### config.mk
export PLATFORM = sky130hd
export DESIGN_NAME = rca_pipe_stage
export DESIGN_NICKNAME = d
export VERILOG_FILES = /design/src/rtl/rca_pipe_stage.sv
export SDC_FILE = /design/constraint.sdc
export NUM_CORES = 1
export LEC_CHECK = 0
export BUFFER_PORTS_ARGS = -buffer_cell sky130_fd_sc_hd__clkbuf_2
export CORE_MARGIN = 4
export CORE_UTILIZATION = 45
export CTS_BUF_LIST = sky130_fd_sc_hd__clkbuf_8
export DETAILED_ROUTE_END_ITERATION = 16
export GPL_ROUTABILITY_DRIVEN = 0
export PLACE_DENSITY = 0.71
export SYNTH_ARGS = -nofsm -noshare
export SYNTH_HDL_FRONTEND = slang
export SYNTH_SLANG_ARGS = --single-unit
export TNS_END_PERCENT = 100
### constraint.sdc
create_clock -name i_clk -period 1.7 [get_ports i_clk]
set_clock_uncertainty 0.1 [all_clocks]
set_input_delay 0.085 -clock i_clk [delete_from_list [all_inputs] [get_ports i_clk]]
set_output_delay 0.085 -clock i_clk [all_outputs]
set_load 0.02 [all_outputs]
### src/rtl/rca_pipe_stage.sv
// ----------------------------------------------------------------------------
// rca_pipe_stage
//
// Purpose:
//   Two-stage registered wrapper around an external combinational
//   ripple-carry adder. Stage 1 (operand register) feeds the adder inputs.
//   Stage 2 (result register) captures the adder's sum and carry-out and
//   presents them downstream. Both sides use valid/ready handshakes. Full
//   throughput is one transaction per cycle. Back-pressure propagates
//   combinationally from i_out_ready to o_in_ready.
//
// Optional feature:
//   RCA_PIPE_OVF_EN - when defined, adds o_out_ovf. This is the signed
//   two's-complement overflow flag, registered alongside the result.
//
// Ports:
//   i_clk          clock, all state updates on rising edge
//   i_rst_n        synchronous active-low reset
//   i_in_valid     operand transaction valid
//   o_in_ready     stage can accept operands this cycle
//   i_in_a/i_in_b  operands A and B (N bits)
//   i_in_ci        carry-in
//   o_rca_a/b/ci   adder inputs, straight from the operand register
//   i_rca_s        adder sum (combinational from o_rca_*)
//   i_rca_co       adder carry-out
//   o_out_valid    result valid
//   i_out_ready    downstream accepts result
//   o_out_s        registered sum
//   o_out_co       registered carry-out
//   o_out_cnt      completed output handshakes, wraps at 16 bits
//   o_out_ovf      registered signed overflow (RCA_PIPE_OVF_EN only)
// ----------------------------------------------------------------------------
module rca_pipe_stage #(
    parameter int N = 4
) (
    input  logic         i_clk,
    input  logic         i_rst_n,
    input  logic         i_in_valid,
    output logic         o_in_ready,
    input  logic [N-1:0] i_in_a,
    input  logic [N-1:0] i_in_b,
    input  logic         i_in_ci,
    output logic [N-1:0] o_rca_a,
    output logic [N-1:0] o_rca_b,
    output logic         o_rca_ci,
    input  logic [N-1:0] i_rca_s,
    input  logic         i_rca_co,
    output logic         o_out_valid,
    input  logic         i_out_ready,
    output logic [N-1:0] o_out_s,
    output logic         o_out_co,
    output logic [15:0]  o_out_cnt
`ifdef RCA_PIPE_OVF_EN
    ,
    output logic         o_out_ovf
`endif
);

    // Stage 1: operand register
    logic         r_v1;
    logic [N-1:0] r_op_a;
    logic [N-1:0] r_op_b;
    logic         r_op_ci;

    // Stage 2: result register
    logic         r_v2;
    logic [N-1:0] r_res_s;
    logic         r_res_co;
`ifdef RCA_PIPE_OVF_EN
    logic         r_res_ovf;
`endif

    logic [15:0]  r_out_cnt;

    logic w_s2_free;
    logic w_adv;
    logic w_in_fire;
    logic w_out_fire;

    // Stage 2 can take new data if it is empty or draining this cycle.
    // Stage 1 can take new data if it is empty or moving forward this cycle.
    assign w_s2_free  = !r_v2 || i_out_ready;
    assign w_adv      = r_v1 && w_s2_free;
    assign o_in_ready = !r_v1 || w_adv;
    assign w_in_fire  = i_in_valid && o_in_ready;
    assign w_out_fire = r_v2 && i_out_ready;

    always_ff @(posedge i_clk) begin
        if (!i_rst_n) begin
            r_v1 <= 1'b0;
            r_v2 <= 1'b0;
        end else begin
            if (w_adv) begin
                r_v2 <= 1'b1;
            end else if (w_out_fire) begin
                r_v2 <= 1'b0;
            end

            if (w_in_fire) begin
                r_v1 <= 1'b1;
            end else if (w_adv) begin
                r_v1 <= 1'b0;
            end
        end
    end

    always_ff @(posedge i_clk) begin
        if (!i_rst_n) begin
            r_op_a  <= '0;
            r_op_b  <= '0;
            r_op_ci <= 1'b0;
        end else if (w_in_fire) begin
            r_op_a  <= i_in_a;
            r_op_b  <= i_in_b;
            r_op_ci <= i_in_ci;
        end
    end

    always_ff @(posedge i_clk) begin
        if (!i_rst_n) begin
            r_res_s  <= '0;
            r_res_co <= 1'b0;
`ifdef RCA_PIPE_OVF_EN
            r_res_ovf <= 1'b0;
`endif
        end else if (w_adv) begin
            r_res_s  <= i_rca_s;
            r_res_co <= i_rca_co;
`ifdef RCA_PIPE_OVF_EN
            // Like-signed operands producing an opposite-signed sum.
            r_res_ovf <= (r_op_a[N-1] == r_op_b[N-1]) && (i_rca_s[N-1] != r_op_a[N-1]);
`endif
        end
    end

    always_ff @(posedge i_clk) begin
        if (!i_rst_n) begin
            r_out_cnt <= '0;
        end else if (w_out_fire) begin
            r_out_cnt <= r_out_cnt + 16'd1;
        end
    end

    assign o_rca_a     = r_op_a;
    assign o_rca_b     = r_op_b;
    assign o_rca_ci    = r_op_ci;
    assign o_out_valid = r_v2;
    assign o_out_s     = r_res_s;
    assign o_out_co    = r_res_co;
    assign o_out_cnt   = r_out_cnt;
`ifdef RCA_PIPE_OVF_EN
    assign o_out_ovf   = r_res_ovf;
`endif

endmodule

==> results.rst <==
.. list-table::
   :header-rows: 1

   * - Metric
     - Value
   * - Run status
     - complete, no violations
   * - Drt total wl
     - 3360 microns
   * - Post-synth top cells
     - 32 x sky130_fd_sc_hd__dfxtp_1, 18 x sky130_fd_sc_hd__a21oi_1, 18 x sky130_fd_sc_hd__nand3_1, 15 x sky130_fd_sc_hd__nor2_1, 13 x sky130_fd_sc_hd__nand2_1
   * - TritonCTS Sinks
     - 32
   * - Most repeated cell in the gate-level netlist after synthesis
     - sky130_fd_sc_hd__dfxtp_1
   * - Post-DR wirelength/cell
     - 13.3 microns
   * - Setup violations, final
     - 0
   * - Global-route met1 utilization
     - 0.210
   * - Top achievable clock speed
     - 611 MHz
   * - Largest driver fanout on the critical path
     - 4
   * - Power Dens Cells
     - 857 mW/mm^2
   * - Initial antenna violation count
     - 0
   * - Met3 global-route usage
     - 0.0721
   * - Final Hold Viols
     - 0
   * - DRC
     - 0
   * - Mapped cell area
     - 0.00132 sq mm
   * - Number of distinct library cell variants in the gate-level netlist after synthesis
     - 28
   * - Clock tree from TritonCTS
     - done
   * - Final slew viol count
     - 0
   * - Nature of the critical path endpoint
     - flop
   * - Clock transition at the register clock pins on the worst setup and hold paths after CTS
     - 70 ps
   * - Clock buffer count from CTS
     - 5
   * - Die Span X
     - 62.2 microns
   * - Top-area cell type share of the netlist area
     - 0.484
   * - Post-route minimum period
     - 1640 ps
   * - WHS
     - 72.4 ps
   * - Global routing's busiest layer
     - met2
   * - Global router's overall resource usage
     - 0.178
   * - Worst R2R Path Depth
     - 5
   * - Cell Count Post-Placement
     - 231
   * - Warnings, synthesis
     - 0
   * - FILL cells
     - 218
   * - Transition time at the pin with the least slew margin
     - 333 ps
   * - Final cycle utilization of the critical path
     - 0.963
   * - Synthesis-to-layout area growth
     - 43.7%
   * - Normalized max-slew margin
     - 0.778
   * - First drt pass iteration count
     - 4
   * - IR Drop Worst-Case VDD
     - 1080 uV
   * - Total die area
     - 0.00387 sq mm
   * - Max-cap violation count
     - 0
   * - Share of synthesized area occupied by flip-flops and latches
     - 0.484
   * - TNS Setup
     - 0 ps
   * - Wire length of the first global-routing pass
     - 5710 microns
   * - Overflow left after global routing
     - 0
   * - Finished Layout Cells
     - 253
   * - RSZ-0062 raised after global routing
     - no
   * - Required time of the worst setup path
     - 1810 ps
   * - Average instance area after synthesis
     - 8.83 sq um
   * - Remaining number of nets flagged by the antenna check after routing
     - 0
   * - Port Buf Inserts
     - 49
   * - Count of vias placed by the detailed router
     - 1322
   * - Met2 Use GR
     - 0.285
   * - Net Count, Synth
     - 169
   * - Sequential cell area in the final layout
     - 651 sq um
   * - Crit path launch type
     - flop
   * - Die Span Y
     - 62.2 microns
   * - Number of storage elements in the synthesis netlist
     - 32
   * - Clock latency on the worst-skew pair
     - 270 ps
   * - Area used by multi-input combinational logic
     - 641 sq um
   * - Post-synth ARST share
     - 0
   * - Pin count of the biggest net entering global routing
     - 33
   * - Gate count of the mapped netlist
     - 150
   * - Most instantiated flip-flop cell in the synthesis netlist
     - sky130_fd_sc_hd__dfxtp_1
   * - Share of post-route cells with drive strength above 1
     - 0.342
   * - Count of standard-cell rows
     - 19
   * - Root buffer cell
     - sky130_fd_sc_hd__clkbuf_8
   * - Number of buffers between clock root and the deepest sink
     - 2
   * - Biggest cell delay along the critical path
     - 420 ps
   * - Layout net count
     - 240
   * - Vias per cell
     - 5.23
   * - Worst endpoint data arrival time
     - 1740 ps
   * - EDFF count, synth
     - 0
   * - Antenna Cells
     - 0
   * - Cell Chain, Critical Path
     - ha_2 > and4_4 > nand3_1 > or4_1 > a21oi_1
   * - Top cells by area, synth
     - sky130_fd_sc_hd__dfxtp_1 48%, sky130_fd_sc_hd__a21oi_1 6.8%, sky130_fd_sc_hd__nand3_1 6.8%
   * - Class of the tightest hold or removal check
     - in2reg
   * - Starting Density
     - 0.476
   * - Placeable core area
     - 0.00278 sq mm
   * - Setup Crit Path Kind
     - reg2reg
   * - Via count of the first global-routing pass
     - 1265
   * - Number of top-level pins
     - 50
   * - Number of H-tree levels
     - 2
   * - Standby leakage power
     - 0.863 nW
   * - Library cell with the largest summed area after synthesis
     - sky130_fd_sc_hd__dfxtp_1
   * - Overall power after layout
     - 1.63 mW
   * - Slowest cell on the critical path
     - sky130_fd_sc_hd__or4_1
   * - Post-detailed-placement half-perimeter wirelength
     - 2320 microns
   * - Hold-critical path depth
     - 3
   * - Post-layout utilization of the core
     - 0.684
   * - First-iteration detailed-routing DRC count
     - 30
cell families after synthesis:
logic type / count (synthesis) / synth area share
adder cells (fa/ha/maj): 1 / 0.00945
AO/OA/AOI/OAI: 25 / 0.100
flip-flops: 32 / 0.484
buffers and inverters: 12 / 0.0397
XOR/XNOR: 9 / 0.0595
multiplexers: 5 / 0.0378
AND/OR/NAND/NOR: 66 / 0.269
flip-flops by register name, summed over array words and instances (netlist names):
register and cells:
r_v1 1, o_out_cnt 16, o_rca_a 4, o_out_s 4
o_rca_b 4, o_rca_ci 1, o_out_co 1, o_out_valid 1
path summary, 6_finish.rpt:
kind              slack, ps            end         start
setup / recovery         60  o_out_cnt[12]  o_out_cnt[0]
hold / removal           70           r_v1    i_in_valid
setup reg to reg         60  o_out_cnt[12]  o_out_cnt[0]
hold reg to reg         360     o_rca_a[2]    o_rca_a[2]
report_power, final:
group | switching (mW) | total (mW) | leakage [nW] | internal (mW)
Clock | 0.257 | 0.685 | 0.0593 | 0.428
Sequential | 0.0153 | 0.786 | 0.263 | 0.771
Combinational | 0.0867 | 0.158 | 0.541 | 0.0715
cell usage in the layout (no fill, tap or decap), drive strengths merged, types with 4 or more instances in the layout:
| master | n |
|---|---|
| dfxtp | 32 |
| nand4 | 4 |
| or3 | 4 |
| o21ai | 4 |
| buf | 8 |
| nor2 | 15 |
| inv | 6 |
| dlygate4sd3 | 14 |
| nand2 | 14 |
| mux2i | 5 |
| a21oi | 18 |
| nand3 | 18 |
| clkbuf | 54 |
| xor2 | 6 |
stage by stage:
stage	worst slack (ps)	area (sq um)
3_5_place_dp	18.5	1640
5_1_grt	0.970	1900
3_3_place_gp	140	1640
6_report	63.1	1900
4_1_cts	16.0	1890
2_1_floorplan	-28.9	1330
worst max-delay path: cells and delay by family, from the launching register on:
kind,cells,cell delay (ps)
AO/OA/AOI/OAI,1,160
adder cells (fa/ha/maj),1,190
flip-flops,1,380
AND/OR/NAND/NOR,3,750
metal layers:
| metal | wire length [microns] | vias to the layer above |
|---|---|---|
| met5 | 0 | - |
| met4 | 70 | 0 |
| met3 | 210 | 8 |
| met2 | 1620 | 42 |
| met1 | 1460 | 603 |
| li1 | - | 669 |
layout make-up:
class                           instances  area share
Sequential cell                        32       0.342
Multi-Input combinational cell        106       0.337
Timing Repair Buffer                   71       0.234
Clock buffer                            5      0.0362
Clock inverter                          3      0.0204
Tap cell                               31      0.0204
Inverter                                5     0.00987
what timing repair did:
item | CTS | global route
hold buffers | 14 | 0
gates resized for setup | 0 | 6
setup endpoints to repair | 0 | 3
setup buffers | 0 | 0
endpoints found under the hold margin | 14 | 0
Power figures use the tool's default switching activity.
